**src/rtl/muldiv_sequencer_if.sv**
```systemverilog
// Pipeline-side bundle of the mul/div sequencer: operation request, MTHI/MTLO
// write port, MFHI/MFLO read notification, and the HI/LO/status results.
interface muldiv_sequencer_if #(
  parameter int WIDTH = 32
);
  logic             start;
  logic [1:0]       op;
  logic [WIDTH-1:0] rs_val;
  logic [WIDTH-1:0] rt_val;
  logic             flush;
  logic             rd_req;
  logic             wr_en;
  logic             wr_sel;
  logic [WIDTH-1:0] wr_data;
  logic [WIDTH-1:0] hi;
  logic [WIDTH-1:0] lo;
  logic             busy;
  logic             done;
  logic             stall;

  // Pipeline side: issues operations and register moves, observes results.
  modport master (
    output start, op, rs_val, rt_val, flush, rd_req, wr_en, wr_sel, wr_data,
    input  hi, lo, busy, done, stall
  );

  // Sequencer side.
  modport slave (
    input  start, op, rs_val, rt_val, flush, rd_req, wr_en, wr_sel, wr_data,
    output hi, lo, busy, done, stall
  );
endinterface

```
**src/rtl/muldiv_sequencer.sv**
```systemverilog
// Iterative MIPS MULT/MULTU/DIV/DIVU engine with the HI/LO register pair.
// Operands are reduced to magnitudes on acceptance, processed one bit per
// clock (shift-add multiply, restoring divide) for WIDTH clocks, then the
// result signs are restored in a single FIX clock that writes HI/LO.
// The interface instance must be built with the same WIDTH as this module.
module muldiv_sequencer #(
  parameter int WIDTH = 32,
  parameter int CNT_W = 6
) (
  input  logic               clk,
  input  logic               reset,
  muldiv_sequencer_if.slave  bus
);

  typedef enum logic [1:0] {
    IDLE = 2'd0,
    CALC = 2'd1,
    FIX  = 2'd2
  } state_t;

  localparam logic [CNT_W-1:0] LAST_ITER = CNT_W'(WIDTH - 1);

  state_t             state;
  state_t             state_next;
  logic [CNT_W-1:0]   cnt;
  // Multiply: {upper product, multiplier}. Divide: {remainder, quotient}.
  logic [2*WIDTH-1:0] acc;
  logic [2*WIDTH-1:0] acc_next;
  // Multiplicand magnitude for multiply, divisor magnitude for divide.
  logic [WIDTH-1:0]   opnd;
  logic               is_div;
  logic               neg_q;
  logic               neg_r;
  logic               div_zero;
  logic [WIDTH-1:0]   hi_q;
  logic [WIDTH-1:0]   lo_q;
  logic               done_q;

  logic               accept;
  logic               signed_op;
  logic               neg_a;
  logic               neg_b;
  logic [WIDTH:0]     mul_sum;
  logic [WIDTH:0]     div_shift;
  logic [WIDTH:0]     div_diff;
  logic [2*WIDTH-1:0] prod;
  logic [WIDTH-1:0]   res_hi;
  logic [WIDTH-1:0]   res_lo;

  // Conditional two's-complement negate on a single-width word.
  function automatic logic [WIDTH-1:0] neg_w(input logic [WIDTH-1:0] x,
                                             input logic en);
    return en ? (~x + 1'b1) : x;
  endfunction

  // Conditional two's-complement negate on a double-width product.
  function automatic logic [2*WIDTH-1:0] neg_dw(input logic [2*WIDTH-1:0] x,
                                                input logic en);
    return en ? (~x + 1'b1) : x;
  endfunction

  assign accept    = bus.start & ~bus.flush;
  assign signed_op = ~bus.op[0];
  assign neg_a     = signed_op & bus.rs_val[WIDTH-1];
  assign neg_b     = signed_op & bus.rt_val[WIDTH-1];

  // One iteration step of either algorithm, selected by the latched op.
  always_comb begin
    mul_sum   = {1'b0, acc[2*WIDTH-1:WIDTH]} + (acc[0] ? {1'b0, opnd} : '0);
    div_shift = {acc[2*WIDTH-1:WIDTH], acc[WIDTH-1]};
    div_diff  = div_shift - {1'b0, opnd};
    acc_next  = {mul_sum, acc[WIDTH-1:1]};
    if (is_div) begin
      if (div_diff[WIDTH])
        acc_next = {div_shift[WIDTH-1:0], acc[WIDTH-2:0], 1'b0};
      else
        acc_next = {div_diff[WIDTH-1:0], acc[WIDTH-2:0], 1'b1};
    end
  end

  // Sign restoration of the finished magnitudes; divide by zero forces an
  // all-ones quotient while the remainder naturally reproduces rs_val.
  always_comb begin
    prod   = neg_dw(acc, neg_q);
    res_hi = prod[2*WIDTH-1:WIDTH];
    res_lo = prod[WIDTH-1:0];
    if (is_div) begin
      res_hi = neg_w(acc[2*WIDTH-1:WIDTH], neg_r);
      res_lo = div_zero ? '1 : neg_w(acc[WIDTH-1:0], neg_q);
    end
  end

  // State register.
  always_ff @(posedge clk or posedge reset) begin
    if (reset) state <= IDLE;
    else       state <= state_next;
  end

  // Next-state logic; flush cancels CALC and FIX without a write.
  always_comb begin
    state_next = state;
    case (state)
      IDLE: if (accept) state_next = CALC;
      CALC: begin
        if (bus.flush)             state_next = IDLE;
        else if (cnt == LAST_ITER) state_next = FIX;
      end
      FIX:     state_next = IDLE;
      default: state_next = IDLE;
    endcase
  end

  // Operand latch, iteration datapath, HI/LO writes and the done pulse.
  always_ff @(posedge clk or posedge reset) begin
    if (reset) begin
      cnt      <= '0;
      acc      <= '0;
      opnd     <= '0;
      is_div   <= 1'b0;
      neg_q    <= 1'b0;
      neg_r    <= 1'b0;
      div_zero <= 1'b0;
      hi_q     <= '0;
      lo_q     <= '0;
      done_q   <= 1'b0;
    end else begin
      done_q <= 1'b0;
      case (state)
        IDLE: begin
          if (accept) begin
            acc      <= {{WIDTH{1'b0}}, neg_w(bus.rs_val, neg_a)};
            opnd     <= neg_w(bus.rt_val, neg_b);
            is_div   <= bus.op[1];
            neg_q    <= neg_a ^ neg_b;
            neg_r    <= neg_a;
            div_zero <= bus.op[1] & (bus.rt_val == '0);
            cnt      <= '0;
          end
          if (bus.wr_en) begin
            if (bus.wr_sel) hi_q <= bus.wr_data;
            else            lo_q <= bus.wr_data;
          end
        end
        CALC: begin
          if (!bus.flush) begin
            acc <= acc_next;
            cnt <= cnt + 1'b1;
          end
        end
        FIX: begin
          if (!bus.flush) begin
            hi_q   <= res_hi;
            lo_q   <= res_lo;
            done_q <= 1'b1;
          end
        end
        default: ;
      endcase
    end
  end

  assign bus.hi    = hi_q;
  assign bus.lo    = lo_q;
  assign bus.done  = done_q;
  assign bus.busy  = (state != IDLE);
  assign bus.stall = bus.busy & (bus.start | bus.rd_req | bus.wr_en);

endmodule

```
**src/flat_wrapper.sv**
```systemverilog
// flat-port wrapper written by rule: the top's interface ports become plain ports
module muldiv_sequencer_flat 
#(
  parameter int WIDTH = 32,
  parameter int CNT_W = 6
)
  (clk, reset, bus_start, bus_op, bus_rs_val, bus_rt_val, bus_flush, bus_rd_req, bus_wr_en, bus_wr_sel, bus_wr_data, bus_hi, bus_lo, bus_busy, bus_done, bus_stall);
  muldiv_sequencer_if #(.WIDTH(WIDTH)) bus_i ();
  input  logic clk;
  input  logic reset;
  input wire logic [$bits(bus_i.start)-1:0] bus_start;
  input wire logic [$bits(bus_i.op)-1:0] bus_op;
  input wire logic [$bits(bus_i.rs_val)-1:0] bus_rs_val;
  input wire logic [$bits(bus_i.rt_val)-1:0] bus_rt_val;
  input wire logic [$bits(bus_i.flush)-1:0] bus_flush;
  input wire logic [$bits(bus_i.rd_req)-1:0] bus_rd_req;
  input wire logic [$bits(bus_i.wr_en)-1:0] bus_wr_en;
  input wire logic [$bits(bus_i.wr_sel)-1:0] bus_wr_sel;
  input wire logic [$bits(bus_i.wr_data)-1:0] bus_wr_data;
  output wire logic [$bits(bus_i.hi)-1:0] bus_hi;
  output wire logic [$bits(bus_i.lo)-1:0] bus_lo;
  output wire logic [$bits(bus_i.busy)-1:0] bus_busy;
  output wire logic [$bits(bus_i.done)-1:0] bus_done;
  output wire logic [$bits(bus_i.stall)-1:0] bus_stall;
  assign bus_i.start = bus_start;
  assign bus_i.op = bus_op;
  assign bus_i.rs_val = bus_rs_val;
  assign bus_i.rt_val = bus_rt_val;
  assign bus_i.flush = bus_flush;
  assign bus_i.rd_req = bus_rd_req;
  assign bus_i.wr_en = bus_wr_en;
  assign bus_i.wr_sel = bus_wr_sel;
  assign bus_i.wr_data = bus_wr_data;
  assign bus_hi = bus_i.hi;
  assign bus_lo = bus_i.lo;
  assign bus_busy = bus_i.busy;
  assign bus_done = bus_i.done;
  assign bus_stall = bus_i.stall;
  muldiv_sequencer #(.WIDTH(WIDTH), .CNT_W(CNT_W)) u_core (.clk(clk), .reset(reset), .bus(bus_i));
endmodule
```
**config.mk**
```make
export PLATFORM = sky130hd
export DESIGN_NAME = muldiv_sequencer_flat
export DESIGN_NICKNAME = d
export VERILOG_FILES = /design/src/rtl/muldiv_sequencer_if.sv /design/src/rtl/muldiv_sequencer.sv /design/src/flat_wrapper.sv
export SDC_FILE = /design/constraint.sdc
export NUM_CORES = 1
export LEC_CHECK = 0
export ABC_AREA = 1
export CAP_MARGIN = 5
export CORE_ASPECT_RATIO = 1.25
export CORE_MARGIN = 5
export CORE_UTILIZATION = 60
export CTS_CLUSTER_DIAMETER = 150
export DETAILED_ROUTE_END_ITERATION = 8
export MAX_ROUTING_LAYER = met4
export PLACE_DENSITY = 0.91
export SYNTH_ARGS = -nofsm -noshare
export SYNTH_HDL_FRONTEND = slang
export SYNTH_SLANG_ARGS = --single-unit
```
**constraint.sdc**
```tcl
create_clock -name clk -period 6.4 [get_ports clk]
set_clock_uncertainty 0.1 [all_clocks]
set_input_delay 0.64 -clock clk [delete_from_list [all_inputs] [get_ports clk]]
set_output_delay 0.64 -clock clk [all_outputs]
set_load 0.005 [all_outputs]
```
== Word level (Yosys, flattened, before mapping) ==
Cells that the tools add are included.
Cells by class
  equal/unequal tests: 10
  bitwise operators: 15
  $add $sub $neg: 8
  reduce and logical (&&, ||, !) cells: 10
  muxes and demuxes: 31
Operators with widths (number)
  2-to-1 mux 32 bit: 14
  2-to-1 mux 64 bit: 5
  adder 32 x 1 -> 32 bit, second input constant: 4
  inverter 32 bit: 4
  one-hot mux 32 bit (2 select lines): 2
  one-hot mux 64 bit (2 select lines): 1
  adder 64 x 1 -> 64 bit, second input constant: 1
  inverter 64 bit: 1
  adder 32 x 33 -> 33 bit: 1
  subtractor 33 x 32 -> 33 bit: 1
  logical NOT 32 bit: 1
  2-to-1 mux 6 bit: 2
  one-hot mux 6 bit (2 select lines): 1
  inequality test 2 bit, second input constant: 5
  AND reduction 4 bit: 2
  adder 6 x 1 -> 6 bit, second input constant: 1
  equality test 6 x 5 -> 1 bit, second input constant: 1
  2-to-1 mux 2 bit: 3
  nonzero test 2 bit: 3
  AND 1 bit: 5
  one-hot mux 2 bit (2 select lines): 1
  AND reduction 2 bit: 2
  inequality test 3 x 2 -> 1 bit, second input constant: 1
  AND reduction 3 bit: 1
  8 further kinds: 11
Storage, ports and cells
  input bits: 105
  logic and storage cells: 85
  flip-flop bits (word level): 173
  output and inout bits: 67

== Longest topological paths before layout ==
  depth after elaboration: 7
  gate-level depth with buffers: 20
  gate-level depth less buffers: 18

== Least setup slack after synthesis ==
Ideal clock, no wire load.
  path kind: reg2reg
  start point: register u_core.acc[0]
  end point: register u_core.acc[47]
  path slack: 3.790 ns
  period minus slack after synthesis: 2.610 ns
  cell stages (with the launch flop): 20
  arrival time: 2.394 ns
  buffers on the path: 2
  setup time: 0.117 ns
  required time: 6.183 ns
  path through: dfrtp_1 buf_6 clkbuf_1 nand2_1 inv_1 ha_1 inv_1 fa_1 o21ai_1 nand2_1 nand2_1 nand2_1 nand2_1 nand2_1 nand3_1 nand2_1 o21ai_1 inv_1 nand2_1 nand2_1
On the way
  longest elaborated chain between the ends: 5
Ends and longest elaborated chain
  from (decl): line muldiv_sequencer.sv:27  | logic [2*WIDTH-1:0] acc;
  from (signal assigned): line muldiv_sequencer.sv:131  | acc <= {{WIDTH{1'b0}}, neg_w(bus.rs_val, neg_a)};
  from (signal assigned): line muldiv_sequencer.sv:146  | acc <= acc_next;
  2-to-1 mux 32 bit: line muldiv_sequencer.sv:69  | mul_sum = {1'b0, acc[2*WIDTH-1:WIDTH]} + (acc[0] ? {1'b0, opnd} : '0);
  adder 32 x 33 -> 33 bit: line muldiv_sequencer.sv:69
  2-to-1 mux 64 bit: line muldiv_sequencer.sv:73  | if (is_div) begin
  2-to-1 mux 64 bit: line muldiv_sequencer.sv:145  | if (!bus.flush) begin
  one-hot mux 64 bit (2 select lines): line muldiv_sequencer.sv:128  | case (state)
No other way between the ends. The select of a mux whose other input is x is not followed.
A chain may end at the register's enable or synchronous reset.

== Worst setup path in the final report ==
  start point: register u_core.neg_q
  end point: register u_core.hi_q[19], in the netlist u_core.bus.hi[19]
On the way
  longest elaborated chain between the ends: 4
Ends and longest elaborated chain
  from (decl): line muldiv_sequencer.sv:32  | logic neg_q;
  from (signal assigned): line muldiv_sequencer.sv:134  | neg_q <= neg_a ^ neg_b;
  2-to-1 mux 64 bit: line muldiv_sequencer.sv:59  | return en ? (~x + 1'b1) : x;
  2-to-1 mux 32 bit: line muldiv_sequencer.sv:87  | if (is_div) begin
  2-to-1 mux 32 bit: line muldiv_sequencer.sv:151  | if (!bus.flush) begin
  one-hot mux 32 bit (2 select lines): line muldiv_sequencer.sv:128
  to (signal assigned): line muldiv_sequencer.sv:140  | if (bus.wr_sel) hi_q <= bus.wr_data;
  to (signal assigned): line muldiv_sequencer.sv:152  | hi_q <= res_hi;
  to (decl): line muldiv_sequencer.sv:35  | logic [WIDTH-1:0] hi_q;
No other way between the ends. The select of a mux whose other input is x is not followed.

==> metrics.sh <==
ANTENNA-DIODE-COUNT=0
HOLD_BUFFERS=0
CLK_LATENCY_NS=0.46
GRT-OVFL-TOTAL=0
HTREE_LEVELS=4
PLACEDINSTANCEAREA_SQ_UM=19500
TIMING.FINAL.CRIT_SHARE_PCT=54.6
OUTCOME='completed'
TIMING.SLEW.HEADROOM_PCT=20.2
CTS.REPORTEDPATHS.CLKPINSLEW_NS=0.07
PLACEMENTROWS=69
SYNTH_SEQUENTIAL_AREA_RATIO_PCT=24.8
WORST_IR_DROP_VDD_mV=0.273
SETUP.WORST_PATH.START_CLASS='register'
SETUP.REG_TO_REG.WORST_SLACK_NS=2.91
R2R-END='u_core.bus.hi[19]$_DFFE_PP0P_'
MOSTFREQUENTLAYOUTCELLS='sky130_fd_sc_hd__nand2_1 (846), sky130_fd_sc_hd__inv_1 (389), sky130_fd_sc_hd__nor2_1 (369), sky130_fd_sc_hd__nand3_1 (266), sky130_fd_sc_hd__a21oi_1 (213)'
FINAL_NETS=3252
CRITPATHLAUNCH='u_core.neg_q$_DFFE_PP0P_'
POWER_mW=8.26
GROUTE.USAGE.OVERALL_PCT=43.3
PLACED_CELLS_INCL_TAPS=3447
HPWLAFTERDP_UM=54400
WL_UM=70300
DRIVE_ABOVE_1_SHARE_PCT=4.50
MAXCAPVIOLATIONS=0
POSTSYNTHNETCOUNT=3132
SINK_COUNT_OF_THE_CLOCK_TREE=173
YOSYSTOPAREACELL='sky130_fd_sc_hd__dfrtp_1'
CTS_BUFFERS=17
DRT_PRE_ANTENNA_ITERS=7
MAX-CLOCK-PATH-BUFFERS=2
INITIALDRTVIOLATIONCOUNT=2636
DIE_AREA_SQ_UM=32700
CRITPATHCAPTURE='u_core.bus.hi[19]$_DFFE_PP0P_'
SETUP_TNS_NS=0
CORE_REGION_AREA_SQ_UM=28600
CTS_POST_SETUP_BUFFERS_INSERTED=0
REPORT.FINAL.SLEW_VIOL_COUNT=0
LAYOUT_COMMONEST_CELL='sky130_fd_sc_hd__nand2_1'
SYNTH_AREA_SQ_UM=17500
AVERAGE_INSTANCE_AREA_AFTER_SYNTHESIS_SQ_UM=5.91
TIMING.SETUP.CRITICAL_PATH_CLASS='register to register'
ROUTED_WIRE_LENGTH_PER_INSTANCE_UM=20.2
TIMING_WORST_SLEW_PIN_VALUE_NS=1.20
MAX_FREQ_GHz=0.286
DRT_VIA_DENSITY=6.04
YOSYS_WARNINGS=0
TIMING.CRITICAL_PATH.FANOUT_MAX=50
ANTENNA_VIOLATIONS_BEFORE_REPAIR=0
CTS_TREE='built'
INITIAL_CORE_UTIL_PCT=61.2
HORIZONTAL_DIE_DIMENSION_UM=163
CRITICAL_PATH_ARRIVAL_NS=3.72
POSTCTSRESIZEDCELLS=0
R2R-START='u_core.neg_q$_DFFE_PP0P_'
DRC_ERRORS=0
IOPINCOUNT=172
YOSYS-TOP-CELLS-AREA='sky130_fd_sc_hd__dfrtp_1 (25%), sky130_fd_sc_hd__nand2_1 (18%), sky130_fd_sc_hd__inv_1 (8.4%)'
PORT_BUFFERS=171
SYNTH_TOP_AREA_SHARE_PCT=24.8
LARGEST_NET_DEGREE_AT_THE_START_OF_GLOBAL_ROUTING=72
FINISH.INSTANCE_AREA_SQ_UM=20100
RSZ0062_AT_GRT='false'
P_LEAK_nW=10.0
CP.REQUIRED_NS=6.63
R2R.WORST_PATH.CELLS=10
POWER_DENSITY_nW_PER_UM2=412
NUMBER_OF_DISTINCT_LIBRARY_CELLS_AFTER_SYNTHESIS=53
SETUP.WORST_PATH.END_CLASS='register'
REPORT.FINAL.SETUP_VIOL=0
FINALWEIGHTEDCONGESTION=1.07
DETAIL-ROUTE-ANTENNA-NETS=0
FINAL_UTIL_PCT=70.2
VIAS_IN_THE_FIRST_GLOBAL_ROUTE=19800
FLOPS_LATCHES_SYNTH=173
FINAL-INSTANCE-COUNT-EXCL-FILL=3478
FINALHOLDVIOLATIONS=0
POSTSYNTHCELLCOUNT=2956
GRT_FIRST_PASS_WIRELENGTH_UM=108000
FLOW.AREA_GROWTH_FROM_SYNTHESIS_PCT=14.7
CTS_ROOT_BUF='sky130_fd_sc_hd__clkbuf_16'
FINALCRITICALPERIOD_NS=3.49
ROUTE.VIAS.TOTAL=21000
HOLDCRITPATHCLASS='register to register'
DIE_H_UM=201
[cell families (layout without fill, tap and decap cells)]
group | after synthesis | count (layout) | synth area share (%)
simple gates | 1645 | 1645 | 40.4
compound gates | 518 | 518 | 16.1
buf+inv | 498 | 630 | 11.1
flops | 173 | 173 | 24.8
fa+ha+maj | 71 | 71 | 5.17
xor+xnor | 51 | 51 | 2.56
[how the worst min path moves through the flow]
| stage | from | end | slack, ns | cells after the start |
|---|---|---|---|---|
| after floorplan | u_core.div_zero$_DFFE_PP0P_ | u_core.div_zero$_DFFE_PP0P_ | 0.35 | 2 |
| after global placement | u_core.bus.lo[11]$_DFFE_PP0P_ | u_core.bus.lo[11]$_DFFE_PP0P_ | 0.37 | 2 |
| after detailed placement | u_core.bus.lo[23]$_DFFE_PP0P_ | u_core.bus.lo[23]$_DFFE_PP0P_ | 0.38 | 2 |
| after CTS | u_core.bus.lo[23]$_DFFE_PP0P_ | u_core.bus.lo[23]$_DFFE_PP0P_ | 0.40 | 2 |
| after global routing | u_core.bus.lo[11]$_DFFE_PP0P_ | u_core.bus.lo[11]$_DFFE_PP0P_ | 0.42 | 2 |
| final | u_core.bus.lo[23]$_DFFE_PP0P_ | u_core.bus.lo[23]$_DFFE_PP0P_ | 0.40 | 2 |
[power by group]
part / total, mW / internal (mW) / switching [mW]
Sequential: 1.88 / 1.38 / 0.499
Clock: 1.08 / 0.589 / 0.495
Combinational: 5.30 / 1.73 / 3.57
Total: 8.26 / 3.70 / 4.56
[metrics by stage]
step	hold slack [ns]	setup slack [ns]
2_1_floorplan	0.353	0.972
3_3_place_gp	0.369	2.98
3_5_place_dp	0.382	2.80
4_1_cts	0.398	3.11
5_1_grt	0.417	2.76
6_report	0.396	2.91
[synthesized netlist by cell type, drive strengths merged]
cell type	n
nand4	29
a22o	1
o21bai	8
ha	69
o31ai	7
a21o	5
o21ai	210
and2	4
clkbuf	62
and3	2
fa	2
inv	397
xnor2	16
xor2	35
a22oi	2
clkinv	3
a31oi	48
dfrtp	173
nand2	861
nor2	396
nor3	32
o22ai	2
nand3b	30
a21oi	218
a21boi	1
nor3b	2
or2	9
o21a	7
nand3	272
nor4	8
o211ai	9
buf	36
[sequential cells by signal, summed over array words and instances, names as in the netlist]
signal           flops
u_core.bus.hi       32
u_core.state         2
u_core.bus.lo       32
u_core.is_div        1
u_core.neg_r         1
u_core.neg_q         1
u_core.opnd         32
u_core.div_zero      1
u_core.bus.done      1
u_core.cnt           6
u_core.acc          64
[worst max-delay path, cell delays in order, from the launching register on]
cell and delay (ns):
sky130_fd_sc_hd__dfrtp_1 0.33, sky130_fd_sc_hd__buf_4 0.48, sky130_fd_sc_hd__inv_1 0.62, sky130_fd_sc_hd__nor2_1 0.94, sky130_fd_sc_hd__nor2_1 0.07, sky130_fd_sc_hd__inv_1 0.26, sky130_fd_sc_hd__nand2_1 0.11, sky130_fd_sc_hd__nand3_1 0.10
sky130_fd_sc_hd__nand2_1 0.07, sky130_fd_sc_hd__nand3_1 0.15, sky130_fd_sc_hd__a21oi_1 0.10
[cell type report]
class	count	area, sq um
Tap cell	390	488
Multi-Input combinational cell	2285	11200
Clock buffer	19	443
Clock inverter	12	136
Sequential cell	173	4330
Inverter	400	1510
Timing Repair Buffer	199	1920
Fill cell	2606	8530
[routing by layer]
layer / part of all wire [%] / track usage (%)
met5: 0 / -
met3: 9.9 / 7.02
met2: 46 / 69.9
met1: 33 / 46.6
met4: 11 / 35.2
Power figures use the tool's default switching activity.
